$ cat src/rtl/fifo_pkg.sv
// Shared FIFO helpers and default parameters, common to the single- and dual-clock FIFOs.
package fifo_pkg;

  localparam int FIFO_DEPTH_DEF = 512;
  localparam int FIFO_WIDTH_DEF = 4;
  localparam int AE_THRESH_DEF  = 2;
  localparam int AF_MARGIN_DEF  = 2;

  function automatic int clog2(input int value);
    int result;
    result = 0;
    for (int v = value - 1; v > 0; v = v >> 1) begin
      result++;
    end
    return result;
  endfunction

  // Pointers carry one extra wrap bit above the address bits.
  function automatic int ptr_width(input int depth);
    return clog2(depth) + 1;
  endfunction

endpackage

$ cat src/rtl/fifo_mem.sv
// Simple dual-port register array: one write port, one read address.
// SYNC_FIFO_FWFT_EN selects asynchronous read; otherwise read data is registered on i_re.
module fifo_mem
  import fifo_pkg::*;
#(
  parameter int DEPTH = FIFO_DEPTH_DEF,
  parameter int WIDTH = FIFO_WIDTH_DEF,
  localparam int AW   = clog2(DEPTH)
) (
  input  logic             i_clk,
  input  logic             i_rst_n,
  input  logic             i_clr,
  input  logic             i_we,
  input  logic [AW-1:0]    i_waddr,
  input  logic [WIDTH-1:0] i_wdata,
  input  logic             i_re,
  input  logic [AW-1:0]    i_raddr,
  output logic [WIDTH-1:0] o_rdata
);

  logic [WIDTH-1:0] mem [DEPTH];

  always_ff @(posedge i_clk) begin
    if (i_we) begin
      mem[i_waddr] <= i_wdata;
    end
  end

`ifdef SYNC_FIFO_FWFT_EN
  assign o_rdata = mem[i_raddr];

  logic unused_ctrl;
  assign unused_ctrl = &{1'b0, i_rst_n, i_clr, i_re};
`else
  logic [WIDTH-1:0] rdata_q;
  logic [WIDTH-1:0] rdata_d;

  // Output register holds its value between accepted reads; flush zeroes it.
  always_comb begin
    rdata_d = rdata_q;
    if (i_clr) begin
      rdata_d = '0;
    end else if (i_re) begin
      rdata_d = mem[i_raddr];
    end
  end

  always_ff @(posedge i_clk or negedge i_rst_n) begin
    if (!i_rst_n) begin
      rdata_q <= '0;
    end else begin
      rdata_q <= rdata_d;
    end
  end

  assign o_rdata = rdata_q;
`endif

endmodule

$ cat src/rtl/sync_fifo_ctrl.sv
// Single-clock FIFO: pointers, occupancy count, registered status flags and sticky errors.
// Define SYNC_FIFO_FWFT_EN for first-word-fall-through reads.
module sync_fifo_ctrl
  import fifo_pkg::*;
#(
  parameter int FIFO_DEPTH = FIFO_DEPTH_DEF,
  parameter int FIFO_WIDTH = FIFO_WIDTH_DEF,
  parameter int AF_THRESH  = FIFO_DEPTH - AF_MARGIN_DEF,
  parameter int AE_THRESH  = AE_THRESH_DEF,
  localparam int AW        = clog2(FIFO_DEPTH),
  localparam int PW        = ptr_width(FIFO_DEPTH)
) (
  input  logic                  i_clk,
  input  logic                  i_rst_n,
  input  logic                  i_flush,
  input  logic                  i_wen,
  input  logic [FIFO_WIDTH-1:0] i_wdata,
  input  logic                  i_ren,
  output logic [FIFO_WIDTH-1:0] o_rdata,
  output logic                  o_full,
  output logic                  o_empty,
  output logic                  o_almost_full,
  output logic                  o_almost_empty,
  output logic [PW-1:0]         o_count,
  output logic                  o_overflow,
  output logic                  o_underflow
);

  localparam logic [PW-1:0] DEPTH_C = PW'(FIFO_DEPTH);
  localparam logic [PW-1:0] AF_C    = PW'(AF_THRESH);
  localparam logic [PW-1:0] AE_C    = PW'(AE_THRESH);

  logic [PW-1:0] wr_ptr_q, wr_ptr_d;
  logic [PW-1:0] rd_ptr_q, rd_ptr_d;
  logic [PW-1:0] count_q, count_d;
  logic          full_q, full_d;
  logic          empty_q, empty_d;
  logic          afull_q, afull_d;
  logic          aempty_q, aempty_d;
  logic          ovf_q, ovf_d;
  logic          unf_q, unf_d;
  logic          wr_acc, rd_acc;
  logic [FIFO_WIDTH-1:0] mem_rdata;

  always_comb begin
    wr_acc   = i_wen && !full_q;
    rd_acc   = i_ren && !empty_q;
    ovf_d    = ovf_q || (i_wen && full_q);
    unf_d    = unf_q || (i_ren && empty_q);
    wr_ptr_d = wr_ptr_q;
    rd_ptr_d = rd_ptr_q;
    count_d  = count_q;
    // Flush wins over any same-cycle request and leaves the array untouched.
    if (i_flush) begin
      wr_acc   = 1'b0;
      rd_acc   = 1'b0;
      ovf_d    = 1'b0;
      unf_d    = 1'b0;
      wr_ptr_d = '0;
      rd_ptr_d = '0;
      count_d  = '0;
    end else begin
      wr_ptr_d = wr_ptr_q + PW'(wr_acc);
      rd_ptr_d = rd_ptr_q + PW'(rd_acc);
      count_d  = count_q + PW'(wr_acc) - PW'(rd_acc);
    end
    full_d   = (count_d == DEPTH_C);
    empty_d  = (count_d == '0);
    afull_d  = (count_d >= AF_C);
    aempty_d = (count_d <= AE_C);
  end

  always_ff @(posedge i_clk or negedge i_rst_n) begin
    if (!i_rst_n) begin
      wr_ptr_q <= '0;
      rd_ptr_q <= '0;
      count_q  <= '0;
      full_q   <= 1'b0;
      empty_q  <= 1'b1;
      afull_q  <= 1'b0;
      aempty_q <= 1'b1;
      ovf_q    <= 1'b0;
      unf_q    <= 1'b0;
    end else begin
      wr_ptr_q <= wr_ptr_d;
      rd_ptr_q <= rd_ptr_d;
      count_q  <= count_d;
      full_q   <= full_d;
      empty_q  <= empty_d;
      afull_q  <= afull_d;
      aempty_q <= aempty_d;
      ovf_q    <= ovf_d;
      unf_q    <= unf_d;
    end
  end

  fifo_mem #(
    .DEPTH (FIFO_DEPTH),
    .WIDTH (FIFO_WIDTH)
  ) u_mem (
    .i_clk   (i_clk),
    .i_rst_n (i_rst_n),
    .i_clr   (i_flush),
    .i_we    (wr_acc),
    .i_waddr (wr_ptr_q[AW-1:0]),
    .i_wdata (i_wdata),
    .i_re    (rd_acc),
    .i_raddr (rd_ptr_q[AW-1:0]),
    .o_rdata (mem_rdata)
  );

`ifdef SYNC_FIFO_FWFT_EN
  assign o_rdata = empty_q ? '0 : mem_rdata;
`else
  assign o_rdata = mem_rdata;
`endif

  assign o_full         = full_q;
  assign o_empty        = empty_q;
  assign o_almost_full  = afull_q;
  assign o_almost_empty = aempty_q;
  assign o_count        = count_q;
  assign o_overflow     = ovf_q;
  assign o_underflow    = unf_q;

endmodule

$ cat config.mk
export PLATFORM = sky130hd
export DESIGN_NAME = sync_fifo_ctrl
export DESIGN_NICKNAME = d
export VERILOG_FILES = /design/src/rtl/fifo_pkg.sv /design/src/rtl/fifo_mem.sv /design/src/rtl/sync_fifo_ctrl.sv
export SDC_FILE = /design/constraint.sdc
export NUM_CORES = 2
export LEC_CHECK = 0
export ABC_AREA = 1
export ABC_CLOCK_PERIOD_IN_PS = 5900
export BUFFER_PORTS_ARGS = -buffer_cell sky130_fd_sc_hd__buf_2
export CORE_MARGIN = 3
export CORE_UTILIZATION = 34
export CTS_CLUSTER_DIAMETER = 60
export CTS_CLUSTER_SIZE = 25
export DETAILED_ROUTE_END_ITERATION = 8
export SYNTH_ARGS = -nofsm -noshare
export SYNTH_HDL_FRONTEND = slang
export SYNTH_SLANG_ARGS = --single-unit
$ cat constraint.sdc
create_clock -name i_clk -period 5.9 [get_ports i_clk]
set_input_delay 0.295 -clock i_clk [delete_from_list [all_inputs] [get_ports i_clk]]
set_output_delay 0.295 -clock i_clk [all_outputs]
set_load 0.005 [all_outputs]
# Word level (Yosys, flattened, before mapping)
# Memories as Yosys holds them, arrays and structs flattened.
# Cells that the tools add are included.
# totals
register_bits,40
ramBits,2048
in_bits,9
elab_cells,39
mem_count,1
# op_classes
n_addsub,4
n_lt_le_gt_ge,2
eq_ne,1
mux,11
n_reduce_logical,10
# mem_list
name,depth,word_bits,rd,rd_clocked_by_memory_dff,wr,line,text
u_mem.mem,512,4,1,0,1,fifo_mem.sv:21,logic [WIDTH-1:0] mem [DEPTH];
# op_table
cell,n
adder 10 x 1 -> 10 bit,3
two-way mux 10 bit,3
equality test 10 bit (second input constant),1
>= comparator 10 x 9 -> 1 bit (second input constant),1
less-or-equal comparator 10 x 2 -> 1 bit (second input constant),1
logical NOT 10 bit,1
subtractor 10 x 1 -> 10 bit,1
two-way mux 4 bit,2
two-way mux 1 bit,6
logical AND 1 bit,4
logical NOT 1 bit,2
logical OR 1 bit,2
nonzero test 2 bit,1

# Longest topological paths before layout
# logic_depth
depth_word,6
mapped_depth,21
mapped_depth_nobuf,21

# By module
# A second synthesis with hierarchy kept.
# unflattened
cells_unflattened,7568
hier_area_um2,86486.7
# modules_own_cells
module,instances,cells_each,area_each_um2,seq_area_each_um2
fifo_mem,1,7310,84447.2,61599.1
sync_fifo_ctrl,1,258,2039.5,853.3

# Worst setup path after synthesis
# OpenSTA, ideal clock, no wires.
# synth_path
kind,register to register
startpoint,"reg empty_q, in the netlist o_empty"
endpoint,"reg aempty_q, in the netlist o_almost_empty"
setup_ps,82
arrival_time_ps,2631
required_time_ps,5818
setup_slack_ps,3187
path_stages_with_launch,16
n_path_buf,0
path_cell_list,dfstp_2 > nor2_1 > o21ai_0 > nand2_1 > ha_1 > fa_1 > nand2_1 > inv_1 > o21ai_0 > nand2_1 > nand2_1 > o311ai_0 > or2_2 > nand3_1 > nand2_1 > nor3_1
# synth_between
elab_chain_cells,5
# synth_rtl
element,line,text
from (decl),sync_fifo_ctrl.sv:37,"logic empty_q, empty_d;"
from (signal assigned),sync_fifo_ctrl.sv:89,empty_q <= empty_d;
logical NOT 1 bit,sync_fifo_ctrl.sv:47,rd_acc = i_ren && !empty_q;
logical AND 1 bit,sync_fifo_ctrl.sv:47,
subtractor 10 x 1 -> 10 bit,sync_fifo_ctrl.sv:65,count_d = count_q + PW'(wr_acc) - PW'(rd_acc);
two-way mux 10 bit,sync_fifo_ctrl.sv:54,if (i_flush) begin
less-or-equal comparator 10 x 2 -> 1 bit,sync_fifo_ctrl.sv:70,aempty_d = (count_d <= AE_C);
via aempty_d,sync_fifo_ctrl.sv:39,"logic aempty_q, aempty_d;"
to (signal assigned),sync_fifo_ctrl.sv:91,aempty_q <= aempty_d;
to (decl),sync_fifo_ctrl.sv:39,
# The timed path passes the listed nets, and every way through them passes these cells.
# A chain may end at the register's enable or synchronous reset.

# Worst setup path in the final report
# layout_path
startpoint,reg rd_ptr_q[2]
endpoint,"reg u_mem.rdata_q[0], in the netlist u_mem.o_rdata[0]"
# layout_between
elab_chain_cells,3
# layout_rtl
element,line,text
from (decl),sync_fifo_ctrl.sv:34,"logic [PW-1:0] rd_ptr_q, rd_ptr_d;"
from (signal assigned),sync_fifo_ctrl.sv:86,rd_ptr_q <= rd_ptr_d;
memory (512 x 4 bit),--,
two-way mux 4 bit,fifo_mem.sv:43,end else if (i_re) begin
two-way mux 4 bit,fifo_mem.sv:41,if (i_clr) begin
to (signal assigned),fifo_mem.sv:52,rdata_q <= rdata_d;
to (decl),fifo_mem.sv:35,logic [WIDTH-1:0] rdata_q;
# Every way passes these cells. The select of a mux whose other input is x is not followed.

==> flow_summary.json <==
{
  "grt_pass1_wl_mm": 346.9,
  "p_seq_frac": 0.505,
  "leakage_nw": 32.98,
  "htree_levels": 4,
  "ir_drop_uv": 275.7,
  "max_slew_margin": 0.1721,
  "p_comb_frac": 0.174,
  "skew_ps": 40.91,
  "via_per_inst": 5.174,
  "grt_use_total": 0.1760,
  "coreArea_um2": 251900,
  "tns_ps": 0,
  "rsz0062_at_grt": "no",
  "hp-class": "in -> reg",
  "power.share.switching": 0.2934,
  "period_minus_slack_ps": 3972,
  "ys.flop_type": "edfxtp_1",
  "die_x_um": 509.7,
  "worst_pin_slew_ps": 1242,
  "synth.avg_cell_area_um2": 11.22,
  "slew_violations": 0,
  "netlist_area_um2": 86260,
  "synthArstFlopShare": 0.01822,
  "vias": 56422,
  "yosysWarnings": 0,
  "ys_types": 33,
  "final_common_cell": "nand2_1",
  "grt_overflow_total": 0,
  "drtPass1Iterations": 6,
  "worstSetupPathType": "reg -> reg",
  "nets": 7468,
  "dp_cells": 10647,
  "clk_path_buf_depth": 3,
  "io_buffers": 28,
  "p_per_area_nw_per_um2": 345.4,
  "finalCritPeriodShare": 0.6733,
  "p_switching_mw": 9.569,
  "numCtsBuffers": 136,
  "wl_per_cell_um": 21.38,
  "insertion_delay_ps": 820,
  "antenna_found_initial": 2,
  "start_util": 0.3425,
  "cts.clk_slew.worst_paths_ps": 90,
  "hold_slack_ps": 71.42,
  "ys_seq_area_frac": 0.7240,
  "maxCapViolCount": 0,
  "ys_seq_elements": 2086,
  "routabilityCongestion": 0.8397,
  "fp.dieH_um": 509.7,
  "dr.first_iter.drc_count": 5712,
  "finalInstanceArea_um2": 94430,
  "cts_sinks": 2086,
  "wl_mm": 233.1,
  "status": "completed",
  "grt_pass1_vias": 55024,
  "rows": 184,
  "grt_max_degree": 229,
  "cp_max_fo": 51,
  "die_area_um2": 259800,
  "place_area_um2": 89550,
  "root_buffer": "clkbuf_16",
  "postRouteAntennaNets": 0,
  "internal-power_mw": 23.05,
  "postCtsHoldBufs": 8,
  "final_cells": 10904,
  "crit_required_ps": 6660,
  "dpl.hpwl_mm": 128.8,
  "cp.arrival_ps": 4730,
  "synthCells": 7691,
  "synth_edf_count": 2048,
  "setup_viol": 0,
  "synthesis.nets": 7714,
  "fmax_mhz": 251.7,
  "drive_gt1_frac": 0.05071,
  "io_pins": 29,
  "final_cell_mix": "nand2_1 (2,822), edfxtp_1 (2,048), nand3_1 (1,255), nor2_1 (554), a21oi_1 (269)",
  "ctsResizeCount": 0,
  "end_kind": "register",
  "cts_tree": "built",
  "cts_setup_buffers": 0,
  "clkPwrFrac": 0.322,
  "areaGrowthSynthToFinish_pct": 9.475,
  "drc_errors": 0,
  "hold_viol": 0,
  "startpoint_type": "register"
}
[sequential cells by signal, indices dropped and copies added (netlist names)]
name / count
wr_ptr_q: 9
o_almost_full: 1
u_mem.mem: 2048
rd_ptr_q: 9
u_mem.o_rdata: 4
o_underflow: 1
o_count: 10
o_full: 1
o_overflow: 1
o_almost_empty: 1
o_empty: 1
[per-stage QoR]
stage	total power, mW	util	setup WS (ps)
after floorplan	20.57	-	3187
after global placement	22.40	0.3555	2026
after detailed placement	22.43	0.3555	2026
after CTS	32.81	0.3749	2021
after global routing	34.04	0.3749	1767
final	32.62	0.3749	1928
[synthesized netlist by cell type, types with 3 or more instances]
library cell / count / area share
nor3_1: 24 / 0.0014
clkbuf_1: 175 / 0.0076
buf_4: 20 / 0.0017
a21oi_1: 269 / 0.016
a21boi_0: 28 / 0.0024
o21ai_0: 13 / 0.00075
nand2_1: 2838 / 0.12
ha_1: 13 / 0.0019
nor2_1: 557 / 0.024
buf_1: 40 / 0.0017
nand3_1: 1255 / 0.073
buf_2: 267 / 0.015
clkinv_1: 5 / 0.00022
o211ai_1: 28 / 0.0024
or2_2: 4 / 0.00029
dfrtp_1: 36 / 0.010
edfxtp_1: 2048 / 0.71
inv_1: 51 / 0.0022
inv_2: 3 / 0.00013
[layer usage]
layer	GRT usage	up-vias	share of wire
met5	0	-	0
met4	0.06388	0	0.036
met3	0.02513	352	0.070
met2	0.2922	2134	0.47
met1	0.2352	27873	0.42
li1	-	26063	-
[cells by family (layout without fill, tap and decap cells)]
logic type / count (synthesis) / count (layout) / synth area share
compound gates: 343 / 343 / 0.02169
xor+xnor: 1 / 1 / 0.0001016
fa+ha+maj: 14 / 14 / 0.002118
buf+inv: 564 / 426 / 0.02949
flops: 2086 / 2086 / 0.7240
other cells: 0 / 3 / 0
simple gates: 4683 / 4683 / 0.2226
[final cells by class]
type | instances | area (um^2)
clock inverters | 98 | 1306
flip-flops and latches | 2086 | 62470
fillers | 24405 | 157400
clock buffers | 148 | 3491
inverters | 60 | 270.3
repair buffers | 120 | 1304
diodes | 3 | 7.507
multi-input cells | 5041 | 21400
well taps | 3348 | 4189
[power groups by stage]
| stage | Sequential, mW | Clock, mW | Combinational (mW) |
|---|---|---|---|
| 6_report | 16.5 | 10.5 | 5.66 |
| 5_1_grt | 16.5 | 11.2 | 6.34 |
| 4_1_cts | 16.5 | 10.7 | 5.66 |
| 3_5_place_dp | 16.8 | 0 | 5.64 |
| 3_3_place_gp | 16.8 | 0 | 5.61 |
| 2_1_floorplan | 16.7 | 0 | 3.89 |
[critical path, cell delays in order, from the launching register on]
cell      delay [ps]
dfrtp_1          760
inv_8            300
nor2_4           920
buf_12           330
a21oi_1          140
o211ai_1         180
nand3_1          140
nand3_1          110
nand3_1          260
nand3_1          400
nand2_1          110
nand2_1           80
nand3_1           70
nand2_1           80
[final timing paths]
path	from	slack [ps]	to	cells after the start
setup / recovery	rd_ptr_q[2]	1930	u_mem.o_rdata[0]	13
hold / removal	i_wdata[0]	70	u_mem.mem[265][0]	1
setup reg to reg	rd_ptr_q[2]	1930	u_mem.o_rdata[0]	13
hold reg to reg	wr_ptr_q[2]	640	wr_ptr_q[2]	2
max in group asynchronous	i_rst_n	4920	rd_ptr_q[0]	2
min in group asynchronous	i_rst_n	210	o_underflow	2
Power figures use the tool's default switching activity.
